==> src/rtl/stepper_pulse_gen_pkg.sv <==
// Shared types and widths for the dual-axis step/direction pulse generator.
package stepper_pkg;
  localparam int STEP_CNT_W = 9;
  localparam int POS_W      = 16;

  typedef enum logic [2:0] {IDLE, SETUP, HIGH, LOW, DONE} state_t;
endpackage

==> src/rtl/stepper_pulse_gen_axis.sv <==
// One axis: remaining step counter, direction register, step output and
// two's-complement position accumulator, sequenced by the top-level FSM.
module stepper_axis
  import stepper_pkg::*;
(
  input  logic                  clk,
  input  logic                  reset,
  input  logic                  capture,
  input  logic                  fire,
  input  logic                  clear,
  input  logic                  step_end,
  input  logic [STEP_CNT_W-1:0] steps,
  input  logic                  dir,
  output logic                  step_out,
  output logic                  dir_out,
  output logic [POS_W-1:0]      pos,
  output logic                  active
);
  logic [STEP_CNT_W-1:0] rem;

  assign active = |rem;

  always_ff @(posedge clk) begin
    if (reset) begin
      rem      <= '0;
      dir_out  <= 1'b0;
      step_out <= 1'b0;
      pos      <= '0;
    end else if (clear) begin
      rem      <= '0;
      step_out <= 1'b0;
    end else begin
      if (capture) begin
        rem     <= steps;
        dir_out <= dir;
      end
      // Axes that have finished stay low while the longer axis keeps pulsing.
      if (fire && active) begin
        step_out <= 1'b1;
        rem      <= rem - STEP_CNT_W'(1);
        pos      <= dir_out ? pos + POS_W'(1) : pos - POS_W'(1);
      end else if (step_end) begin
        step_out <= 1'b0;
      end
    end
  end
endmodule

==> src/rtl/stepper_pulse_gen.sv <==
// Dual-axis step/direction pulse generator: one shared phase timer drives
// both axes through SETUP / HIGH / LOW phases until both counts run out.
module stepper_pulse_gen
  import stepper_pkg::*;
#(
  parameter int STEP_PERIOD = 50000,
  parameter int PULSE_WIDTH = 100,
  parameter int DIR_SETUP   = 100
) (
  input  logic                    clk,
  input  logic                    reset,
  input  logic                    load,
  input  logic [STEP_CNT_W-1:0]   steps1,
  input  logic [STEP_CNT_W-1:0]   steps2,
  input  logic                    dir1,
  input  logic                    dir2,
  input  logic                    abort,
  output logic                    step1_out,
  output logic                    step2_out,
  output logic                    dir1_out,
  output logic                    dir2_out,
  output logic                    busy,
  output logic                    done,
  output logic                    overrun,
  output logic signed [POS_W-1:0] pos1,
  output logic signed [POS_W-1:0] pos2
);
  localparam int TMR_MAX = (STEP_PERIOD > DIR_SETUP) ? STEP_PERIOD : DIR_SETUP;
  localparam int TW      = $clog2(TMR_MAX + 1);
  localparam logic [TW-1:0] SETUP_END = TW'(DIR_SETUP - 1);
  localparam logic [TW-1:0] HIGH_END  = TW'(PULSE_WIDTH - 1);
  localparam logic [TW-1:0] LOW_END   = TW'(STEP_PERIOD - PULSE_WIDTH - 1);

  state_t                     state;
  logic [TW-1:0]              tmr;
  logic [1:0]                 rem_nz;
  logic                       any_rem;
  logic                       capture, fire, clear, step_end;
  logic [1:0][STEP_CNT_W-1:0] steps_v;
  logic [1:0]                 dir_v, step_v, dir_o;
  logic [1:0][POS_W-1:0]      pos_v;

  assign any_rem  = |rem_nz;
  assign capture  = (state == IDLE) && load && !abort;
  assign fire     = !abort && (((state == SETUP) && (tmr == SETUP_END)) ||
                               ((state == LOW)   && (tmr == LOW_END)));
  assign step_end = (state == HIGH) && (tmr == HIGH_END);
  assign clear    = abort && (state != IDLE);

  assign steps_v = {steps2, steps1};
  assign dir_v   = {dir2, dir1};

  for (genvar i = 0; i < 2; i++) begin : g_axis
    stepper_axis u_axis (
      .clk      (clk),
      .reset    (reset),
      .capture  (capture),
      .fire     (fire),
      .clear    (clear),
      .step_end (step_end),
      .steps    (steps_v[i]),
      .dir      (dir_v[i]),
      .step_out (step_v[i]),
      .dir_out  (dir_o[i]),
      .pos      (pos_v[i]),
      .active   (rem_nz[i])
    );
  end

  assign step1_out = step_v[0];
  assign step2_out = step_v[1];
  assign dir1_out  = dir_o[0];
  assign dir2_out  = dir_o[1];
  assign pos1      = pos_v[0];
  assign pos2      = pos_v[1];

  always_ff @(posedge clk) begin
    if (reset) begin
      state   <= IDLE;
      tmr     <= '0;
      busy    <= 1'b0;
      done    <= 1'b0;
      overrun <= 1'b0;
    end else begin
      done    <= 1'b0;
      overrun <= load && (state != IDLE);
      tmr     <= tmr + TW'(1);
      if (state == IDLE) begin
        tmr <= '0;
        if (capture) begin
          state <= SETUP;
          busy  <= 1'b1;
        end
      end else if (abort) begin
        state <= IDLE;
        busy  <= 1'b0;
      end else begin
        unique case (state)
          SETUP, LOW: if (fire) begin
            tmr   <= '0;
            state <= any_rem ? HIGH : DONE;
            done  <= !any_rem;
          end
          HIGH: if (step_end) begin
            tmr   <= '0;
            state <= LOW;
          end
          DONE: begin
            state <= IDLE;
            busy  <= 1'b0;
          end
          default: state <= IDLE;
        endcase
      end
    end
  end
endmodule
==> config.mk <==
export PLATFORM = sky130hd
export DESIGN_NAME = stepper_pulse_gen
export DESIGN_NICKNAME = d
export VERILOG_FILES = /design/src/rtl/stepper_pulse_gen_pkg.sv /design/src/rtl/stepper_pulse_gen_axis.sv /design/src/rtl/stepper_pulse_gen.sv
export SDC_FILE = /design/constraint.sdc
export NUM_CORES = 1
export LEC_CHECK = 0
export ABC_AREA = 0
export CAP_MARGIN = 20
export CORE_ASPECT_RATIO = 0.75
export CORE_MARGIN = 2
export CORE_UTILIZATION = 44
export CTS_BUF_LIST = sky130_fd_sc_hd__clkbuf_8
export DETAILED_ROUTE_END_ITERATION = 6
export GPL_ROUTABILITY_DRIVEN = 0
export PLACE_DENSITY = 0.74
export SYNTH_ARGS = -nofsm -noshare
export SYNTH_HDL_FRONTEND = slang
export SYNTH_SLANG_ARGS = --single-unit
==> constraint.sdc <==
create_clock -name clk -period 2.5 [get_ports clk]
set_input_delay 0.375 -clock clk [delete_from_list [all_inputs] [get_ports clk]]
set_output_delay 0.375 -clock clk [all_outputs]
set_load 0.01 [all_outputs]
Word-level counts from Yosys, hierarchy flattened
Index checks and enable logic that the tools add are counted.
W data, S select, Z words.
Cells by class
  bitwise operators: 3
  add/subtract/negate cells: 7
  multiplexer cells: 24
  equal/unequal tests: 9
  reduce and logical (&&, ||, !) cells: 32
Operators by type and width (count)
  $mux W16: 5
  $add A16 B1 Y16 const B: 3
  $mux W9: 4
  $pmux W16 S2: 1
  $sub A16 B1 Y16 const B: 2
  $mux W3: 6
  $reduce_or A18 Y1: 1
  $reduce_or A9 Y1: 2
  $sub A9 B1 Y9 const B: 2
  $eq A16 B16 Y1 const B: 1
  $eq A16 B7 Y1 const B: 1
  $logic_and A1 B1 Y1: 10
  $ne A4 B3 Y1 const B: 2
  $reduce_and A2 Y1: 4
  $reduce_bool A2 Y1: 4
  $mux W1: 7
  $eq A3 B2 Y1 const B: 2
  $pmux W3 S2: 1
  $reduce_bool A3 Y1: 2
  $reduce_or A2 Y1: 3
  $reduce_or A5 Y1: 1
  $eq A3 B1 Y1 const B: 1
  $eq A3 B3 Y1 const B: 1
  $logic_not A3 Y1: 1
  other kinds (5): 8
Storage, ports and cells
  bits of input ports: 24
  word-level logic and storage cells: 88
  flip-flop bits (word level): 76
  output and inout bits: 39

Logic depth before layout (Yosys ltp)
  depth after elaboration: 8
  mapped depth: 9
  gate-level depth less buffers: 8

By module
Synthesis repeated with hierarchy kept, for this count alone.
Unflattened totals
  cells, all modules: 602
  area, all modules: 4783.3 um2
By module, submodules not included
  stepper_axis: cells each 240, area each 1863.0 um2, seq. area each 540.5 um2, times used 2
  stepper_pulse_gen: cells each 122, area each 1057.3 um2, seq. area each 440.4 um2, times used 1

Least setup slack after synthesis
Ideal clock, no wire load.
  kind: register to register
  from: reg g_axis[1].u_axis.rem[0]
  to: reg g_axis[1].u_axis.pos[15]
  setup slack: -0.253 ns
  stages on the path, launching flop included: 10
  buffers on the path: 1
  period minus slack after synthesis: 2.753 ns
  data arrival time: 2.632 ns
  data required time: 2.379 ns
  path through: dfxtp_1 inv_1 ha_1 or4b_2 nor3_1 a2111o_1 buf_6 a211oi_2 nor3_1 mux2_4
Between the ends
  cells in the longest elaborated chain, start to end: 3
Ends and longest elaborated chain
  from (decl): RTL line stepper_pulse_gen_axis.sv:19  | logic [STEP_CNT_W-1:0] rem;
  from (signal assigned): RTL line stepper_pulse_gen_axis.sv:34  | rem <= steps;
  from (signal assigned): RTL line stepper_pulse_gen_axis.sv:40  | rem <= rem - STEP_CNT_W'(1);
  $reduce_or A9 Y1: RTL line stepper_pulse_gen_axis.sv:21  | assign active = |rem;
  $logic_and A1 B1 Y1: RTL line stepper_pulse_gen_axis.sv:38  | if (fire && active) begin
  $reduce_and A2 Y1 (no source line)
  to (signal assigned): RTL line stepper_pulse_gen_axis.sv:41  | pos <= dir_out ? pos + POS_W'(1) : pos - POS_W'(1);
  to (decl): RTL line stepper_pulse_gen_axis.sv:16  | output logic [POS_W-1:0] pos,
Every way passes these cells.
A chain may end at the register's enable or synchronous reset.

Worst setup path after layout
  from: reg tmr[3]
  to: reg g_axis[1].u_axis.rem[6]
Between the ends
  cells in the longest elaborated chain, start to end: 6
  elaborated cells on any way between the ends: 9
  those cells by class: eq/ne (2); mux (1); reduce/logical (6)
Ends and longest elaborated chain
  from (decl): RTL line stepper_pulse_gen.sv:35  | logic [TW-1:0] tmr;
  from (signal assigned): RTL line stepper_pulse_gen.sv:87  | tmr <= tmr + TW'(1);
  $eq A16 B7 Y1 / $eq A16 B16 Y1 (equally long branches): RTL line stepper_pulse_gen.sv:45, stepper_pulse_gen.sv:46
  $logic_and A1 B1 Y1 (on tied branches): RTL line stepper_pulse_gen.sv:45, stepper_pulse_gen.sv:46
  $logic_or A1 B1 Y1 *: RTL line stepper_pulse_gen.sv:45  | assign fire = !abort && (((state == SETUP) && (tmr == SETUP_END)) ||
  $logic_and A1 B1 Y1 *: RTL line stepper_pulse_gen.sv:45
  $logic_and A1 B1 Y1 *: RTL line stepper_pulse_gen_axis.sv:38
  $mux W9 / $reduce_bool A2 Y1 (equally long branches)
Every way passes the cells marked *; elsewhere a longest branch is shown, timed or not.

==> qor.csv <==
metric;value;unit
hold_class;reg -> reg;
netlist_area;4797;um2
clk_latency;0.36;ns
crit_required;2.78;ns
cts_tree;built;
synthFlopType;dfxtp_1;
violations;setup timing;
synthArstFlopShare;0;%
synth_edf_count;0;
dp_hpwl;9659;um
cts.clk_slew.worst_paths;0.08;ns
tightest_slew;0.7531;ns
netlist.area_leader.share;31.72;%
grt_pass1_vias;4693;
drt_wl_total;14250;um
ys_seq_area_share;31.72;%
detail_route.wl_per_cell;16.73;um
start_util;45.91;%
hold_violations;0;
io_buffers;62;
cts_buffers;9;
cp_max_fo;4;
crit_path_start_kind;register;
firstDrtPassIters;4;
synth_area_leaders;dfxtp_1 (32%), ha_1 (8.3%), a21oi_1 (5.3%), nor2_1 (5.2%), nand2_1 (4.9%);
syn-num-nets;637;
vias;4943;
fmax;379.7;MHz
dr.first_iter.drc_count;294;
grt_max_degree;40;
outcome;finished with violations;
viasPerCell;5.802;
cts-root-buf;clkbuf_8;
ys_top_cells_by_count;dfxtp_1 (76), nor2_1 (67), nand2_1 (63);
finalNonFillerCells;852;
antenna_found_initial;0;
fin_worst_skew;0.009789;ns
grt_pass1_wl;22270;um
grt_remaining_overflow;0;
fill_cells;814;
fin_ws;-0.1335;ns
drive_above_1_share;25.42;%
synth_cell_type_count;73;
ios;63;
rows;32;
ir_drop;0.2787;mV
drc_errors;0;
die-area;11760;um2
setup_violations;33;
cp_data_arrival_time;2.92;ns
die_h;94.43;um
drv_cap;0;
yosysWarnings;0;
final_area;6828;um2
clk_path_buf_depth;2;
synth_most_common_cell;dfxtp_1;
timing.slew.headroom;49.79;%
period_minus_slack;2.634;ns
postPlaceCellArea;5911;um2
power_leakage;2.480;nW
globalRouteTotalUtil;23.11;%
die_x;124.6;um
period_share;105.3;%
setup.worst_path.class;reg -> reg;
yosysTopAreaCell;dfxtp_1;
postSynthCellCount;579;
synth_area_per_cell;8.285;um2
diodes;0;
cp-end-kind;register;
fin_nets;769;
core;10450;um2
rsz0062_at_grt;true;
drtAntennaViolNets;0;
fin_setup_tns;-1.714;ns
cellPowerDensity;394.5;nW/um2
syn_to_final_growth;42.33;%
h-tree-depth;3;
synth-seq-cells;76;
drv_slew;0;
cts.sinks;76;
post-place-cells;812;
[layout by cell type, fill, tap and decap left out, types with 7 or more instances in the layout]
cell type        instances
o21ai_0                 12
a21o_1                  10
nor2_1                  57
a211oi_1                 8
dfxtp_1                 71
clkdlybuf4s50_1         61
inv_1                   13
buf_6                   13
and3_1                   7
a21oi_1                 46
nand3b_1                 8
a31oi_1                  9
clkbuf_8                10
nand2_1                 60
o211ai_1                11
xnor2_1                 21
nor3_1                  11
nor2_4                   7
buf_4                   59
xor2_1                  13
nand3_1                 15
ha_4                     8
ha_1                    19
[cells by family after synthesis]
family                     after synthesis  synth area share [%]
xor gates and xnor gates                35                 6.390
AOI/OAI and AO/OA                      165                 24.10
and+or+nand+nor                        228                 23.50
buffers and inverters                   36                 3.886
muxes                                    5                 1.226
DFF                                     76                 31.72
adders and majority gates               34                 9.181
[layout make-up]
type / instances / area [um2] / share of cell area [%]
Clock buffer: 10 / 137.6 / 2.016
Clock inverter: 6 / 63.81 / 0.9346
Inverter: 15 / 63.81 / 0.9346
Multi-Input combinational cell: 467 / 3540 / 51.84
Sequential cell: 76 / 1530 / 22.41
Tap cell: 136 / 170.2 / 2.492
Timing Repair Buffer: 141 / 1315 / 19.26
Timing Repair inverter: 1 / 7.507 / 0.1100
[timing repair]
item / CTS / global route
hold endpoints to repair: 0 / 0
setup endpoints to repair: 67 / 63
cloned: 3 / 1
resized for setup: 40 / 81
pin swaps: 21 / 41
hold buffers: 0 / 0
buffers inserted: 10 / 10
[worst max-delay path, stage by stage, from the launching register on]
cell     delay, ns
dfxtp_2       0.33
or4b_4        0.53
or4_4         0.48
buf_6         0.15
a21o_1        0.19
or3_4         0.34
or4_1         0.40
a31oi_1       0.13
[per-layer routing]
metal	wire length [um]	track usage, %	vias up
met4	301	9.270	0
met2	6868	38.84	140
met3	809	5.326	28
li1	-	-	2411
met1	6275	29.03	2364
met5	0	0	-
[flip-flops by register name, summed over array words and instances, names as in the netlist]
register / flops
g_axis.u_axis.pos: 32
overrun: 1
tmr: 16
state: 3
g_axis.u_axis.dir_out: 2
busy: 1
g_axis.u_axis.step_out: 2
done: 1
g_axis.u_axis.rem: 18
[metrics by stage]
step | total power, mW | utilization [%] | hold slack, ns | worst slack, ns
2_1_floorplan | 1.515 | - | 0.4297 | -0.08464
3_3_place_gp | 1.657 | 56.56 | 0.4673 | -0.2236
3_5_place_dp | 1.672 | 56.56 | 0.4685 | -0.2418
4_1_cts | 2.652 | 61.03 | 0.4797 | -0.1146
5_1_grt | 2.803 | 65.34 | 0.5077 | -0.2292
6_report | 2.694 | 65.34 | 0.4875 | -0.1335
[path summary, 6_finish.rpt]
path | cells after the start | slack [ns] | from | to
max reg2reg | 7 | -0.13 | tmr[3]$_SDFF_PP0_ | g_axis[1].u_axis.rem[6]$_SDFFE_PP0P_
max | 7 | -0.13 | tmr[3]$_SDFF_PP0_ | g_axis[1].u_axis.rem[6]$_SDFFE_PP0P_
min reg2reg | 2 | 0.49 | g_axis[0].u_axis.pos[3]$_SDFFE_PP0P_ | g_axis[0].u_axis.pos[3]$_SDFFE_PP0P_
min | 2 | 0.49 | g_axis[0].u_axis.pos[3]$_SDFFE_PP0P_ | g_axis[0].u_axis.pos[3]$_SDFFE_PP0P_
[power breakdown]
part | total, mW | internal [mW] | leakage (nW) | switching (mW)
registers | 1.25 | 1.23 | 0.617 | 0.0220
clock network | 0.973 | 0.486 | 0.0983 | 0.487
logic | 0.467 | 0.213 | 1.76 | 0.254
Power figures use the tool's default switching activity.
==> patch 1: new RTL, same flow settings <==
Put a register stage on the output `dir2_out`, without a reset. The value now appears one clock later. The other outputs are not delayed to match.
--- a/src/rtl/stepper_pulse_gen.sv
+++ b/src/rtl/stepper_pulse_gen.sv
@@ -70,7 +70,9 @@
   assign step1_out = step_v[0];
   assign step2_out = step_v[1];
   assign dir1_out  = dir_o[0];
-  assign dir2_out  = dir_o[1];
+  always_ff @(posedge clk) begin
+    dir2_out <= dir_o[1];
+  end
   assign pos1      = pos_v[0];
   assign pos2      = pos_v[1];
 
Formal check against the unedited RTL: not equivalent (a bounded check fails within 4 cycles, from zero or initial values and one cycle with reset high).
==> patch 1 against the original RTL <==
The run still ends with setup timing left; worst setup slack worse by 61 ps; sequential cell count up 1; count of clock-buffer cells in the layout unchanged; synthesized area up 0.42%; power down 0.19%; maximum frequency down 2.2%; die area up 0.40%; wire length up 3.2%; global-route usage down 0.54 points; design area down 0.70%; worst hold slack worse by 7.0 ps.
==> patch 1: results (changes against the original RTL) <==
Setup crit start: tmr[3]
WL met2: 7.02 mm (+2.2%)
H-tree levels: 3 (unchanged)
Diode count: 0 (unchanged)
Worst ir drop on vdd: 0.283 mV (+1.7%)
Routed met3 length: 961 um (+19%)
Num CTS Buffers: 9 (unchanged)
Fin Setup TNS: -3230 ps (-1520 ps)
Vias in the first global route: 4613 (-1.7%)
Dpl hpwl: 9.49 mm (-1.7%)
Global-route wire length before repair: 21.7 mm (-2.4%)
# port buffers: 62 (unchanged)
Final setup fails: 40 (+21%)
Largest net degree at the start of global routing: 34 (-15%)
Placement Cell Area: 0.00593 mm2 (+0.34%)
Max-slew headroom: 0.522 (+0.0244)
Gr usage total: 0.226 (-0.00542)
Met1 wire length: 6.47 mm (+3.1%)
Seq/Total Area, Yosys: 0.320 (+0.00284)
Most used DFF post-synth: dfxtp_1
Post-synthesis compound-gate area fraction: 0.240 (-0.00100)
Async SR Flop Fraction: 0 (unchanged)
DRT Pass-1 Iters: 6 (+2)
Routed len/inst: 17.3 um (+3.3%)
Layout cell share with drive strength beyond 1: 0.249 (-0.00524)
Post-place setup slack: -304 ps (-62.2 ps)
Outcome: complete, but fails checks
Final net count: 764 (-0.65%)
Netlist cell types: 73 (unchanged)
Dpl cells: 817 (+0.62%)
Biggest regs: g_axis.u_axis.pos (32), g_axis.u_axis.rem (18), tmr (16)
Leakage Power: 2.52 nW (+1.6%)
Syn Inst Count: 580 (+0.17%)
Uppermost layer routed: met4
Initial antenna violation count: 0 (unchanged)
Worst Skew: 12.0 ps (+2.25 ps)
Top cells by count, synth: 77 x dfxtp_1, 67 x nor2_1, 63 x nand2_1, 51 x a21oi_1, 32 x ha_1
Failing checks: setup timing
Synth Area in Adders: 0.0914 (-0.000382)
Reg2Reg Capture Point: g_axis[1].u_axis.rem[6]
Syn nets: 638 (+0.16%)
Top post-synthesis cells by area: dfxtp_1 32%, ha_1 8.3%, a21oi_1 5.3%, nor2_1 5.2%, nand2_1 4.9%
Hold Startpoint: g_axis[1].u_axis.pos[10]
Post-route insts no fill: 851 (-0.12%)
Worst-skew pair later-pin latency: 380 ps (+20 ps)
HP Class: reg -> reg
Worst setup margin: -194 ps (-60.5 ps)
Vias/cell: 5.90 (+1.6%)
Mux contribution to synthesized area: 0.0122 (-0.0000509)
Number of DRC markers in iteration 0: 311 (+5.8%)
Worst-case clock buffer depth: 2 (unchanged)
Clock slew seen by the registers of the worst setup and hold paths: 90 ps
WHS Endpoint: g_axis[1].u_axis.pos[10]
Synth Area in XOR/XNOR: 0.0636 (-0.000266)
Maximum fanout along the worst path: 5 (+1)
-- patch 1: cell types whose count changed after synthesis, sizes merged --
cell,change
dfxtp,+1
-- patch 1: how the worst max path moves through the flow --
stage                                    end  slack (ps)
global route         g_axis[1].u_axis.rem[6]        -260
detailed placement   g_axis[1].u_axis.rem[6]        -300
floorplan            g_axis[1].u_axis.rem[3]         -80
global placement    g_axis[1].u_axis.pos[15]        -180
CTS                  g_axis[1].u_axis.rem[6]        -180
finish               g_axis[1].u_axis.rem[6]        -190
-- patch 1: per-layer routing --
layer | GRT usage | vias to the layer above
met4 | 0.0741 | 0
met3 | 0.0482 | 27
met2 | 0.386 | 199
met1 | 0.288 | 2386
met5 | 0 | -
li1 | - | 2405
-- patch 1: critical path, stage by stage, from the launching register on --
cell and delay (ps):
dfxtp_2 330, or4b_4 540, or4_4 490, buf_6 150
a21o_1 180, or3_4 350, or4_4 420, a31oi_1 150
-- patch 1: power breakdown --
| part | internal (mW) | switching, mW | total (mW) |
|---|---|---|---|
| sequential | 1.25 | 0.0239 | 1.27 |
| combinational | 0.196 | 0.254 | 0.449 |
| clock | 0.478 | 0.488 | 0.967 |
| total | 1.92 | 0.766 | 2.69 |
-- patch 1: kinds of logic after synthesis --
group                      Yosys count
AOI/OAI and AO/OA                  165
xor gates and xnor gates            35
DFF                                 77
and+or+nand+nor                    228
adders and majority gates           34
muxes                                5
buffers and inverters               36
-- patch 1: final cells by class --
class	count	area, um2
clock buffer	10	138
clock inverter	6	53.8
fill	866	4040
inverter	15	56.3
multi-input combinational	467	3510
sequential	77	1550
tap	140	175
timing repair buffer	136	1310
-- patch 1: stage by stage --
step / hold WS, ps / total power, mW
floorplan: 400 / 1.53
global placement: 462 / 1.68
detailed placement: 469 / 1.69
CTS: 481 / 2.65
global route: 504 / 2.79
finish: 481 / 2.69
-- patch 1: what timing repair did --
item	4_1_cts	5_1_grt
setup buffers	5	8
gates cloned	0	6
hold buffers	0	0
resized for setup	24	102
pin swaps	13	46
setup endpoints to repair	59	61
==> patch 2: new RTL, config.mk and constraints unchanged <==
Without the edit above. Change the package constant `STEP_CNT_W` from 9 to 7.
--- a/src/rtl/stepper_pulse_gen_pkg.sv
+++ b/src/rtl/stepper_pulse_gen_pkg.sv
@@ -1,6 +1,6 @@
 // Shared types and widths for the dual-axis step/direction pulse generator.
 package stepper_pkg;
-  localparam int STEP_CNT_W = 9;
+  localparam int STEP_CNT_W = 7;
   localparam int POS_W      = 16;
 
   typedef enum logic [2:0] {IDLE, SETUP, HIGH, LOW, DONE} state_t;
Ports: changed (resized steps1 and steps2); port bits go from 63 to 59. No check against the original RTL was run, so the function may have changed too.
==> patch 2 against the original RTL <==
Power up 5.8%; largest cell class unchanged; synthesized cell count up 1.0%; worst setup slack better by 250 ps; synthesized area down 3.4%; global-route usage down 0.10 points; sequential cell count down 4; design area down 12%; wire length down 11%.
==> patch 2: results (changes against the original RTL) <==
Post-place setup slack: -3.71 ps (+238 ps)
Routed met3 length: 765 um (-5.4%)
Synth Area in Adders: 0.0950 (+0.00322)
# port buffers: 58 (-6.5%)
Dpl hpwl: 9.46 mm (-2.0%)
Netlist cell types: 63 (-14%)
Met1 wire length: 5.91 mm (-5.9%)
Leakage Power: 2.35 nW (-5.3%)
Biggest regs: g_axis.u_axis.pos (32), tmr (16), g_axis.u_axis.rem (14)
Top post-synthesis cells by area: dfxtp_1 31%, ha_1 8.6%, nand2_1 6.2%, a21oi_1 5.8%, nor2_1 4.1%
Outcome: completed
Slowest CP cell: dfxtp_2
WL met2: 5.77 mm (-16%)
Cell family with most CP delay: compound AO/OA/AOI/OAI gates
Hold_ws: 476 ps (-11.6 ps)
Largest net degree at the start of global routing: 16 (-60%)
Routed len/inst: 15.3 um (-8.4%)
Top cells by count, synth: 77 x nand2_1, 72 x dfxtp_1, 54 x a21oi_1, 51 x nor2_1, 32 x ha_1
Max-slew headroom: 0.634 (+0.136)
Reg2Reg Capture Point: g_axis[1].u_axis.pos[9]
WHS Endpoint: g_axis[1].u_axis.pos[8]
Placement Cell Area: 0.00570 mm2 (-3.6%)
Layout cell share with drive strength beyond 1: 0.143 (-0.111)
Syn nets: 639 (+0.31%)
Post-synthesis compound-gate area fraction: 0.221 (-0.0204)
Grt met2 use: 0.364 (-0.0245)
Worst Skew: 11.1 ps (+1.34 ps)
Synth Area in XOR/XNOR: 0.0491 (-0.0148)
RR Startpoint: g_axis[1].u_axis.dir_out
Met1 GRT Util: 0.306 (+0.0152)
Worst ir drop on vdd: 0.244 mV (-13%)
Most common cell in the netlist: nand2_1
Reg2reg setup slack: 120 ps (+250 ps)
Hold Startpoint: g_axis[1].u_axis.pos[8]
Biggest cell delay along the critical path: 370 ps (-160 ps)
Seq/Total Area, Yosys: 0.311 (-0.00615)
Mux contribution to synthesized area: 0.0116 (-0.000650)
patch 2: cell type report:
| cell class | instances | area (um2) | share of cell area |
|---|---|---|---|
| inverter | 17 | 67.6 | 0.0113 |
| multi-input combinational | 471 | 3100 | 0.519 |
| clock buffer | 10 | 138 | 0.0230 |
| tap | 136 | 170 | 0.0285 |
| sequential | 72 | 1440 | 0.241 |
| clock inverter | 4 | 16.3 | 0.00272 |
| timing repair buffer | 117 | 1040 | 0.174 |
patch 2: repair_timing:
action,CTS,global route
resized for setup,1,24
buffers inserted,2,2
setup endpoints to repair,3,19
pin swaps,0,3
hold buffers,0,0
patch 2: how the worst max path moves through the flow:
stage | to | slack (ps) | cells past startpoint | from
floorplan | g_axis[0].u_axis.pos[15] | 9 | 8 | g_axis[0].u_axis.dir_out
global placement | g_axis[1].u_axis.pos[15] | 60 | 8 | g_axis[1].u_axis.dir_out
detailed placement | g_axis[1].u_axis.pos[15] | -4 | 8 | g_axis[1].u_axis.dir_out
CTS | g_axis[1].u_axis.pos[15] | 2 | 9 | g_axis[1].u_axis.dir_out
global route | g_axis[1].u_axis.pos[14] | -4 | 8 | g_axis[1].u_axis.dir_out
finish | g_axis[1].u_axis.pos[9] | 120 | 10 | g_axis[1].u_axis.dir_out
patch 2: worst min-delay path: stages, from the launching register on:
cell and delay [ps]:
dfxtp_1 330, nand2_1 60, a21oi_1 50
patch 2: logic make-up (layout without fill, tap and decap cells):
logic type | Yosys count | after routing
simple gates | 254 | 254
fa+ha+maj | 34 | 34
flops | 72 | 72
compound gates | 152 | 152
buf+inv | 42 | 148
xor+xnor | 26 | 26
mux | 5 | 5
patch 2: power breakdown:
part           switching [mW]  internal, mW  total (mW)
sequential             0.0555          1.20        1.25
combinational           0.442         0.362       0.804
clock                   0.426         0.364       0.790
total                   0.924          1.92        2.85
